--- src/rtl/idelay_rst_seq_pkg.sv ---
// Shared types and constants for the IDELAYCTRL reset sequencer.
// The terminal-count helper maps a zero-length phase onto one cycle.
package idelay_rst_seq_pkg;

  localparam int SEQ_STATE_W = 3;
  localparam int RETRY_W     = 4;

  typedef enum logic [SEQ_STATE_W-1:0] {
    ST_WAIT_LOCK   = 3'd0,
    ST_LOCK_STABLE = 3'd1,
    ST_IDLY_RST    = 3'd2,
    ST_WAIT_RDY    = 3'd3,
    ST_RELEASE     = 3'd4,
    ST_RUN         = 3'd5,
    ST_FAULT       = 3'd6
  } seq_state_e;

  // Counter value on the last cycle of a phase lasting 'cycles' cycles.
  function automatic logic [31:0] last_cnt(input int unsigned cycles);
    return (cycles == 0) ? 32'd0 : 32'(cycles - 1);
  endfunction

endpackage

--- src/rtl/idelay_rst_sequencer_sync_2ff.sv ---
// Two-flop synchroniser for a single asynchronous level.
// Both stages clear to 0 so a lost input reads as "not ready" out of reset.
module sync_2ff (
  input  logic clk_i,
  input  logic rst_i,
  input  logic d_i,
  output logic q_o
);

  logic meta_q;
  logic sync_q;

  always_ff @(posedge clk_i or posedge rst_i) begin
    if (rst_i) begin
      meta_q <= 1'b0;
      sync_q <= 1'b0;
    end else begin
      meta_q <= d_i;
      sync_q <= meta_q;
    end
  end

  assign q_o = sync_q;

endmodule

--- src/rtl/idelay_rst_sequencer.sv ---
// Sequences clock lock -> IDELAYCTRL reset -> ready -> user reset release,
// with lock/ready loss recovery and bounded calibration retries.
module idelay_rst_sequencer
  import idelay_rst_seq_pkg::*;
#(
  parameter int unsigned LOCK_STABLE_CYCLES = 1024,
  parameter int unsigned IDELAY_RST_CYCLES  = 16,
  parameter int unsigned RDY_TIMEOUT_CYCLES = 4096,
  parameter int unsigned RELEASE_CYCLES     = 64,
  parameter int unsigned MAX_RETRIES        = 3,
  parameter int          CNT_W              = 16
) (
  input  logic                   sys_clk,
  input  logic                   sys_rst,
  input  logic                   sys_clk_lock,
  input  logic                   idelay_rdy,
  input  logic                   soft_rst,
  output logic                   idelay_rst,
  output logic                   user_rst,
  output logic                   seq_ready,
  output logic [SEQ_STATE_W-1:0] seq_state,
  output logic [RETRY_W-1:0]     retry_cnt,
  output logic                   timeout_err
);

  localparam logic [CNT_W-1:0]   LOCK_LAST = CNT_W'(last_cnt(LOCK_STABLE_CYCLES));
  localparam logic [CNT_W-1:0]   IRST_LAST = CNT_W'(last_cnt(IDELAY_RST_CYCLES));
  localparam logic [CNT_W-1:0]   TMO_LAST  = CNT_W'(last_cnt(RDY_TIMEOUT_CYCLES));
  localparam logic [CNT_W-1:0]   REL_LAST  = CNT_W'(last_cnt(RELEASE_CYCLES));
  localparam logic [RETRY_W-1:0] RETRY_MAX = RETRY_W'(MAX_RETRIES);

  logic lock_s;
  logic rdy_s;

  sync_2ff u_sync_lock (
    .clk_i (sys_clk),
    .rst_i (sys_rst),
    .d_i   (sys_clk_lock),
    .q_o   (lock_s)
  );

  sync_2ff u_sync_rdy (
    .clk_i (sys_clk),
    .rst_i (sys_rst),
    .d_i   (idelay_rdy),
    .q_o   (rdy_s)
  );

  seq_state_e         state_q, state_d;
  logic [CNT_W-1:0]   cnt_q, cnt_d;
  logic [RETRY_W-1:0] retry_q, retry_d;
  logic               terr_q, terr_d;
  logic               idelay_rst_q, user_rst_q, seq_ready_q;
  logic               idelay_rst_d, user_rst_d, seq_ready_d;

  always_comb begin
    state_d = state_q;
    retry_d = retry_q;
    terr_d  = terr_q;

    if (!lock_s && state_q != ST_WAIT_LOCK && state_q != ST_FAULT) begin
      state_d = ST_WAIT_LOCK;
    end else if (soft_rst) begin
      state_d = ST_WAIT_LOCK;
      retry_d = '0;
    end else if (!rdy_s && (state_q == ST_RELEASE || state_q == ST_RUN)) begin
      state_d = ST_IDLY_RST;
    end else begin
      case (state_q)
        ST_WAIT_LOCK:   if (lock_s) state_d = ST_LOCK_STABLE;
        ST_LOCK_STABLE: if (cnt_q == LOCK_LAST) state_d = ST_IDLY_RST;
        ST_IDLY_RST:    if (cnt_q == IRST_LAST) state_d = ST_WAIT_RDY;
        ST_WAIT_RDY: begin
          // Ready arriving on the timeout cycle still counts as success.
          if (rdy_s) begin
            state_d = ST_RELEASE;
          end else if (cnt_q == TMO_LAST) begin
            if (retry_q < RETRY_MAX) begin
              retry_d = retry_q + 1'b1;
              state_d = ST_IDLY_RST;
            end else begin
              state_d = ST_FAULT;
              terr_d  = 1'b1;
            end
          end
        end
        ST_RELEASE:     if (cnt_q == REL_LAST) state_d = ST_RUN;
        ST_RUN:         ;
        ST_FAULT:       ;
        default:        state_d = ST_WAIT_LOCK;
      endcase
    end

    cnt_d = (state_d != state_q) ? '0 : cnt_q + 1'b1;

    // Outputs follow the next state so they move on the same edge as seq_state.
    idelay_rst_d = (state_d == ST_WAIT_LOCK) || (state_d == ST_LOCK_STABLE) ||
                   (state_d == ST_IDLY_RST);
    user_rst_d   = (state_d != ST_RUN);
    seq_ready_d  = (state_d == ST_RUN);
  end

  always_ff @(posedge sys_clk or posedge sys_rst) begin
    if (sys_rst) begin
      state_q      <= ST_WAIT_LOCK;
      cnt_q        <= '0;
      retry_q      <= '0;
      terr_q       <= 1'b0;
      idelay_rst_q <= 1'b1;
      user_rst_q   <= 1'b1;
      seq_ready_q  <= 1'b0;
    end else begin
      state_q      <= state_d;
      cnt_q        <= cnt_d;
      retry_q      <= retry_d;
      terr_q       <= terr_d;
      idelay_rst_q <= idelay_rst_d;
      user_rst_q   <= user_rst_d;
      seq_ready_q  <= seq_ready_d;
    end
  end

  assign idelay_rst  = idelay_rst_q;
  assign user_rst    = user_rst_q;
  assign seq_ready   = seq_ready_q;
  assign seq_state   = state_q;
  assign retry_cnt   = retry_q;
  assign timeout_err = terr_q;

endmodule

--- config.mk ---
export PLATFORM = sky130hd
export DESIGN_NAME = idelay_rst_sequencer
export DESIGN_NICKNAME = d
export VERILOG_FILES = /design/src/rtl/idelay_rst_seq_pkg.sv /design/src/rtl/idelay_rst_sequencer_sync_2ff.sv /design/src/rtl/idelay_rst_sequencer.sv
export SDC_FILE = /design/constraint.sdc
export NUM_CORES = 1
export LEC_CHECK = 0
export BUFFER_PORTS_ARGS = -buffer_cell sky130_fd_sc_hd__buf_2
export CAP_MARGIN = 20
export CELL_PAD_IN_SITES_DETAIL_PLACEMENT = 0
export CELL_PAD_IN_SITES_GLOBAL_PLACEMENT = 1
export CORE_AREA = 2 2 64 66
export DETAILED_ROUTE_END_ITERATION = 16
export DIE_AREA = 0 0 66 68
export PLACE_DENSITY = 0.86
export SLEW_MARGIN = 30
export SYNTH_ARGS = -nofsm -noshare
export SYNTH_HDL_FRONTEND = slang
export SYNTH_HIERARCHICAL = 1
export SYNTH_SLANG_ARGS = --single-unit
--- constraint.sdc ---
create_clock -name sys_clk -period 2.4 [get_ports sys_clk]
set_input_delay 0.12 -clock sys_clk [delete_from_list [all_inputs] [get_ports sys_clk]]
set_output_delay 0.12 -clock sys_clk [all_outputs]
set_load 0.02 [all_outputs]
Yosys cells after proc, flatten, opt, wreduce, memory -nomap -nowiden
Cells that the tools add are included.

storage, ports and cells
  bits in registers = 31
  logic and storage cells = 72
  output and inout port bits = 11

cells by class
  order comparisons = 1
  bitwise operators = 5
  mux-type cells = 18
  reductions and logical operators = 17
  add/sub/neg operators = 2
  eq/ne operators = 18

operators by type and width
  operator                                                     number
  2-to-1 mux 3 bit                                             10
  2-to-1 mux 4 bit                                             6
  case mux 3 bit (6 select lines)                              1
  adder 16 x 1 -> 16 bit (second input constant)               1
  == test 16 x 10 -> 1 bit (second input constant)             1
  == test 16 x 12 -> 1 bit (second input constant)             1
  == test 16 x 4 -> 1 bit (second input constant)              1
  == test 16 x 6 -> 1 bit (second input constant)              1
  2-to-1 mux 16 bit                                            1
  == test 3 bit (second input constant)                        4
  == test 3 x 2 -> 1 bit (second input constant)               3
  AND reduction 7 bit                                          1
  == test 3 x 1 -> 1 bit (second input constant)               2
  zero test 3 bit                                              2
  != test 3 bit (second input constant)                        2
  AND reduction 6 bit                                          1
  nonzero test 2 bit                                           3
  NOT 1 bit                                                    5
  adder 4 x 1 -> 4 bit (second input constant)                 1
  less-than comparator 4 x 2 -> 1 bit (second input constant)  1
  != test 2 bit (second input constant)                        2
  logical AND 1 bit                                            3
  logical OR 1 bit                                             3
  != test 3 bit                                                1
  3 further kinds                                              4

Depth between registers and ports, before layout
Gate-level depths: netlist (run 1).

  depth in word-level cells = 11
  mapped depth = 8
  depth with buffers taken out = 7

Modules after synthesis
Netlist (run 1), hierarchy kept.

modules (own cells, without submodules)
  module                area each (µm²)  cells an instance  instances
  idelay_rst_sequencer  1,532.7          166                1
  sync_2ff              53.8             3                  2

Worst setup path before layout (run 1)
Ideal clock, no wire load.

  path type = reg2reg
  start point = register cnt_q[0]
  end point = register cnt_q[12]
  stages on the path, launching flop included = 9
  data arrival time = 2.013 ns
  library setup time = 0.138 ns
  period minus slack after synthesis = 2.151 ns
  setup slack = 0.249 ns
  required time = 2.262 ns
  cells stage by stage = dfrtp_1 -> ha_1 -> nand3_1 -> nor2_1 -> and3_1 -> nand3b_1 -> o21ai_1 -> clkbuf_1 -> nor4_1

on the way
  word-level cells in the longest chain between the ends = 9
  elaborated cells on any way between the ends = 16
  those cells by class = add/sub (1); eq/ne (5); mux (10)

ends and longest elaborated chain
  element                          line                         source
  from (decl)                      idelay_rst_sequencer.sv:50   logic [CNT_W-1:0] cnt_q, cnt_d;
  from (signal assigned)           idelay_rst_sequencer.sv:114  cnt_q <= cnt_d;
  == test 16 x 12 -> 1 bit         idelay_rst_sequencer.sv:77   end else if (cnt_q == TMO_LAST) begin
  2-to-1 mux 3 bit                 idelay_rst_sequencer.sv:77
  2-to-1 mux 3 bit                 idelay_rst_sequencer.sv:75   if (rdy_s) begin
  case mux 3 bit (6 select lines)  idelay_rst_sequencer.sv:69   case (state_q)
  2-to-1 mux 3 bit                 idelay_rst_sequencer.sv:66   end else if (!rdy_s && (state_q == ST_RELEASE || state_q == ST_RUN)) begin
  2-to-1 mux 3 bit                 idelay_rst_sequencer.sv:63   end else if (soft_rst) begin
  2-to-1 mux 3 bit                 idelay_rst_sequencer.sv:61   if (!lock_s && state_q != ST_WAIT_LOCK && state_q != ST_FAULT) begin
  != test 3 bit                    idelay_rst_sequencer.sv:94   cnt_d = (state_d != state_q) ? '0 : cnt_q + 1'b1;
  2-to-1 mux 16 bit (*)            idelay_rst_sequencer.sv:94
  net cnt_d[12]                    idelay_rst_sequencer.sv:50

The timed path passes the listed nets; every way through them passes the cells marked *.
A chain may end at the register's enable or synchronous reset.

Final worst setup path (run 1)
  start point = register cnt_q[12]
  end point = register cnt_q[7]

on the way
  word-level cells in the longest chain between the ends = 9
  elaborated cells on any way between the ends = 15
  those cells by class = eq/ne (5); mux (10)

ends and longest elaborated chain
  element                              line
  == test 16 x 12 -> 1 bit             idelay_rst_sequencer.sv:77
  2-to-1 mux 3 bit                     idelay_rst_sequencer.sv:77
  2-to-1 mux 3 bit                     idelay_rst_sequencer.sv:75
  case mux 3 bit (6 select lines) (*)  idelay_rst_sequencer.sv:69
  2-to-1 mux 3 bit (*)                 idelay_rst_sequencer.sv:66
  2-to-1 mux 3 bit (*)                 idelay_rst_sequencer.sv:63
  2-to-1 mux 3 bit (*)                 idelay_rst_sequencer.sv:61
  != test 3 bit (*)                    idelay_rst_sequencer.sv:94
  2-to-1 mux 16 bit (*)                idelay_rst_sequencer.sv:94
  net cnt_d[7]                         idelay_rst_sequencer.sv:50

Marked as above.

==> results of run 1 <==
flip-flops by register name, summed over array words and instances (netlist names):
| name | count |
|---|---|
| u_sync_rdy/q_o | 1 |
| timeout_err | 1 |
| u_sync_lock/meta_q | 1 |
| retry_cnt | 4 |
| seq_ready | 1 |
| seq_state | 3 |
| idelay_rst | 1 |
| u_sync_lock/q_o | 1 |
| user_rst | 1 |
| u_sync_rdy/meta_q | 1 |
| cnt_q | 16 |
metrics by stage:
step / worst slack, ns / area, sq um / utilization [%] / power (mW) / hold slack, ns
6_report: 0.1576 / 1957 / 50.75 / 1.195 / 0.1592
2_1_floorplan: 0.2491 / 1640 / - / 0.6362 / -0.1388
3_5_place_dp: 0.09604 / 1804 / 46.79 / 0.6755 / -0.01147
4_1_cts: 0.09145 / 1952 / 50.62 / 1.210 / 0.1408
5_1_grt: 0.01023 / 1957 / 50.75 / 1.243 / 0.1589
3_3_place_gp: 0.1623 / 1804 / 46.79 / 0.6687 / -0.01097
power groups by stage:
stage	combinational (mW)	clock, mW	sequential (mW)
after CTS	0.115	0.540	0.556
after global routing	0.128	0.557	0.559
after detailed placement	0.110	0	0.566
after global placement	0.105	0	0.563
final	0.114	0.524	0.557
after floorplan	0.0779	0	0.558
path summary, 6_finish.rpt:
| path | start | to | slack (ns) | depth (start not counted) |
|---|---|---|---|---|
| worst min register to register | u_sync_lock/meta_q | u_sync_lock/q_o | 0.35 | 0 |
| worst max-delay path | cnt_q[12] | cnt_q[7] | 0.16 | 7 |
| max in group asynchronous | sys_rst | cnt_q[6] | 1.53 | 3 |
| worst min-delay path | soft_rst | retry_cnt[0] | 0.16 | 2 |
| worst max register to register | cnt_q[12] | cnt_q[7] | 0.16 | 7 |
| min in group asynchronous | sys_rst | u_sync_lock/q_o | 0.27 | 3 |
metal layers:
layer  part of all wire, %  up-vias  global-route usage, %
met5                     0        -                      0
met4                   1.5        0                  6.888
met3                   3.2        5                  3.947
met2                    51       21                  30.81
met1                    44      672                  20.88
li1                      -      653                      -
cells in the final DEF (no fill, tap or decap), types with 3 or more instances in the layout:
master         count
nor4_1             8
dlygate4sd3_1      3
nor2b_1            5
xor2_1             8
dfrtp_1           29
nor2_1            18
buf_4              5
buf_2             15
inv_1              5
and2_1             3
o21ai_1            3
clkbuf_8           6
o21ai_0            3
nor3_1            14
a21oi_1            5
nand4_1            4
xnor2_1            9
nand2_1           15
nand3_1            3
logic make-up after synthesis:
family / after synthesis
and+or+nand+nor: 86
DFF: 31
AOI/OAI and AO/OA: 22
xor gates and xnor gates: 17
buffers and inverters: 13
adders and majority gates: 2
muxes: 1
synth_stat cells, types with 2 or more instances:
cell type   n  area (sq um)
o21ai_0     3         15.01
xnor2_1     9         78.83
xor2_1      8         70.07
nor4_1      8         50.05
nand4_1     4         25.02
nor3_1     14         70.07
nor2b_1     5         31.28
nand3_1     4         20.02
ha_1        2         25.02
dfrtp_1    29         725.7
and3_1      2         12.51
a21o_1      2         15.01
nand2_1    15         56.30
dfstp_2     2         52.55
nand2b_1    2         12.51
nand3b_1    2         15.01
and2_1      3         18.77
inv_1       6         22.52
o21ai_1     3         15.01
a21oi_1     5         25.02
clkbuf_1    5         18.77
nor2_1     18         67.56
critical path, delay by kind of cell, from the launching register on:
family / cells / cell delay (ns)
simple gates: 4 / 1.19
compound gates: 2 / 0.35
flops: 1 / 0.41
buf+inv: 1 / 0.17
what timing repair did:
item / CTS / global route
resized for setup: 0 / 1
hold buffers: 3 / 0
setup buffers: 0 / 0
hold endpoints to repair: 6 / 0
setup endpoints to repair: 0 / 8
layout make-up:
cell class,count,area (sq um),area share (%)
repair buffers,24,162.7,8.312
well taps,50,62.56,3.197
clock inverters,2,35.03,1.790
flip-flops and latches,31,778.2,39.77
clock buffers,6,82.58,4.220
multi-input cells,128,813.3,41.56
inverters,6,22.52,1.151
==> impl_metrics.toml, run 1 <==
[floorplanning]
io_pins = 16
dieArea_sq_um = 4488
die_w_um = 66
core_area_sq_um = 3856
die_h_um = 68
start_util_pct = 42.54
row_count = 23

[synth]
synth_compound_area_share_pct = 8.772
synth-xor-area-share_pct = 9.077
synth_top_flop_cell = "dfrtp_1"
synth_top_family_by_area = "simple AND/OR/NAND/NOR gates"
synth-simple-area-share_pct = 29.29
synth-edff-count = 0
syn-instance-count = 172
yosysWarnings = 6
synth-seq-cells = 31
async_reset_ff_share_pct = 100.0
synth_area_sq_um = 1640
syn_nets = 179
ys_seq_area_share_pct = 47.44
syn_area_per_cell_sq_um = 9.537
muxShareOfSynthArea_pct = 0.6102
yosysUniqueCellTypes = 43
yosys.area_share.adder_pct = 1.526

[critical_path]
crit_chain = "or4_4, nor3_1, nor4b_2, o32ai_1, a21oi_2, buf_12, nor4_1"
arrival_ns = 2.40
cp-end-kind = "flop"
cp.required_ns = 2.56
critPathKind = "reg -> reg"
crit_slowest_cell = "or4_4"
path_max_fanout = 16
start_kind = "flop"
slowest_delay_ns = 0.59

[grt]
grtUsageTotal_pct = 17.49
grt_overflow = 0
grt_pass1_wl_mm = 5.954
antenna_found_initial = 0
grt_max_degree = 28
grt_pass1_vias = 1283

[placement]
gp_congestion = 0.8610
dp.cells = 236
dp_hpwl_mm = 2.449
port_buffers = 15

[pwr]
combPwrFrac_pct = 9.6
ir_drop_mv = 0.4708
p_int_mw = 0.9187
p_sw_mw = 0.2759
swShare_pct = 23.09
p_seq_share_pct = 46.6
powerDensity_nw_per_um2 = 610.4
p_leak_nw = 0.8513
p_clk_share_pct = 43.8

[clocking]
cts_inserted_buffers = 5
cts_max_level = 2
cts.clk_slew.worst_paths_ns = 0.07
clk_latency_ns = 0.28
cts_buffer_depth = 2
clock-sinks = 31
root_buffer = "clkbuf_8"
cts_tree = "built"

[run]
cap_violations = 0

[sta]
hold_viol_final = 0
fmax_mhz = 445.9
setup_tns_ns = 0
tightest_slew_ns = 0.5810
rsz0062_at_grt = "no"
slew_viol_final = 0
fin_crit_ns = 2.242
slew_headroom_pct = 61.21
setup_viol = 0
fin_crit_sh_pct = 93.43
clock-skew-final_ns = 0.005153

[route]
postRouteWirelength_mm = 3.476
vias = 1351
drc = 0
postRouteAntennaNets = 0
firstDrtPassIters = 4
viasPerCell = 5.470
post_drt_wl_per_cell_um = 14.07
dr.first_iter.drc_count = 212

[final_layout]
nFillCells = 369
fin_cells = 247
drive_gt1_share_pct = 19.80
diodes = 0
syn2layout_area_growth_pct = 19.30
layout.nets = 203

[worst_hold_path]
hold_class = "in -> reg"

[status]
status = "finished, final reports clean"
No activity file was read; power rests on OpenSTA's default activity.
==> inputs of run 2 (changes only) <==
BUFFER_PORTS_ARGS = not set   (was -buffer_cell sky130_fd_sc_hd__buf_2)
DONT_BUFFER_PORTS = 1   (was not set)
PLACE_DENSITY = 0.81   (was 0.86)
==> impl_metrics.toml, run 2 (same netlist as run 1, synthesis figures left out) <==
[placement]
dp_hpwl_mm = 2.437
place_ws_ns = 0.1428
dp.cells = 222
gp_congestion = 0.8343
port_buffers = 0

[clocking]
clock-sinks = 31
cts_tree = "built"
cts_buffer_depth = 2
clk_latency_ns = 0.29
cts.clk_slew.worst_paths_ns = 0.07
cts_inserted_buffers = 5
root_buffer = "clkbuf_8"
cts_max_level = 2

[sta]
fmax_mhz = 452.4
tightest_slew_ns = 0.5699
slew_viol_final = 0
clock-skew-final_ns = 0.005753
fin_crit_ns = 2.211
setup_tns_ns = 0
fin_crit_sh_pct = 92.11
setup_viol = 0
hold_viol_final = 0
setup_ws_ns = 0.1894
rsz0062_at_grt = "no"
slew_headroom_pct = 61.95

[critical_path]
r2r_setup_slack_ns = 0.19
cp-end-kind = "flop"
crit_chain = "or4_4, nor4_4, and3_1, or3b_4, xor2_1, o21ai_1"
r2r_start = "cnt_q[12]"
critPathTopFamily = "simple AND/OR/NAND/NOR gates"
path_max_fanout = 4
arrival_ns = 2.42
crit_slowest_cell = "or4_4"
critPathBufInv = 0
start_kind = "flop"
worstRegToRegCells = 6
cp.required_ns = 2.61
regToRegEndpoint = "retry_cnt[0]"
crit_start = "cnt_q[12]"
slowest_delay_ns = 0.59
critPathKind = "reg -> reg"

[floorplanning]
core_area_sq_um = 3856
row_count = 23
die_w_um = 66
start_util_pct = 42.54
dieArea_sq_um = 4488
io_pins = 16
die_h_um = 68

[status]
status = "finished, final reports clean"

[route]
dr.first_iter.drc_count = 57
vias = 1301
firstDrtPassIters = 4
post_drt_wl_per_cell_um = 14.89
drc = 0
viasPerCell = 5.560
postRouteAntennaNets = 0
postRouteWirelength_mm = 3.484

[grt]
grt_pass1_vias = 1324
grtUsageTotal_pct = 18.08
grt_pass1_wl_mm = 6.030
grt_overflow = 0
antenna_found_initial = 0
grt_max_degree = 28

[final_layout]
largest_reg_flops = 16
fin_cells = 234
layout.nets = 190
drive_gt1_share_pct = 13.59
diodes = 0
final_common_cell = "dfrtp_1"
most-common-layout-cells = "dfrtp_1, nor2_1, nand2_1"
largest-register = "cnt_q"
syn2layout_area_growth_pct = 14.72

[pwr]
powerDensity_nw_per_um2 = 593.7
ir_drop_mv = 0.4106
p_leak_nw = 0.7835

[worst_hold_path]
min_to = "seq_state[0]"
holdPathStages = 2
min_from = "soft_rst"
hold_class = "in -> reg"

[run]
cap_violations = 0
==> run 2: changes by cell type in the layout (fill, tap and decap cells not counted), sizes merged <==
| cell | delta |
|---|---|
| buf | -14 |
| clkinvlp | +1 |
| clkbuf | +1 |
| clkinv | -1 |
| dlygate4sd3 | +1 |
| bufinv | -1 |
==> run 2: power breakdown <==
group	internal [mW]	total, mW	switching (mW)
sequential	0.537	0.556	0.0193
combinational	0.0421	0.107	0.0650
clock	0.260	0.454	0.194
total	0.839	1.12	0.278
==> run 2: area by class of cell <==
class	count	area (sq um)
fill	384	1974
multi-input combinational	128	822.0
sequential	31	778.2
clock buffer	7	96.34
timing repair buffer	11	92.59
tap	50	62.56
inverter	6	22.52
clock inverter	1	7.507
==> run 2: worst max-delay path by stage <==
| stage | end | slack, ns | cells past startpoint |
|---|---|---|---|
| final | retry_cnt[0] | 0.19 | 6 |
| after global routing | cnt_q[10] | 0.007 | 7 |
| after CTS | retry_cnt[1] | 0.13 | 7 |
| after detailed placement | retry_cnt[1] | 0.14 | 7 |
| after global placement | cnt_q[11] | 0.22 | 7 |
| after floorplan | cnt_q[12] | 0.25 | 8 |
==> run 2: what timing repair did <==
action / CTS / global route
hold buffers: 4 / 0
setup buffers: 0 / 0
endpoints found under the setup margin: 0 / 18
resized for setup: 0 / 2
endpoints found under the hold margin: 33 / 0
==> run 2: routing by layer <==
metal	up-vias	share of wire [%]	track usage, %
li1	626	-	-
met1	635	43	21.25
met2	35	49	31.06
met3	5	5.6	6.250
met4	0	1.4	6.122
met5	-	0	0
==> run 2: metrics by stage <==
step	hold WS, ns	power (mW)	utilization, %	cell area [sq um]
after floorplan	-0.1388	0.6362	-	1640
after global placement	-0.1321	0.6595	44.71	1724
after detailed placement	-0.1310	0.6664	44.71	1724
after CTS	0.03339	1.128	48.44	1868
after global routing	0.04915	1.170	48.80	1882
final	0.04554	1.117	48.80	1882
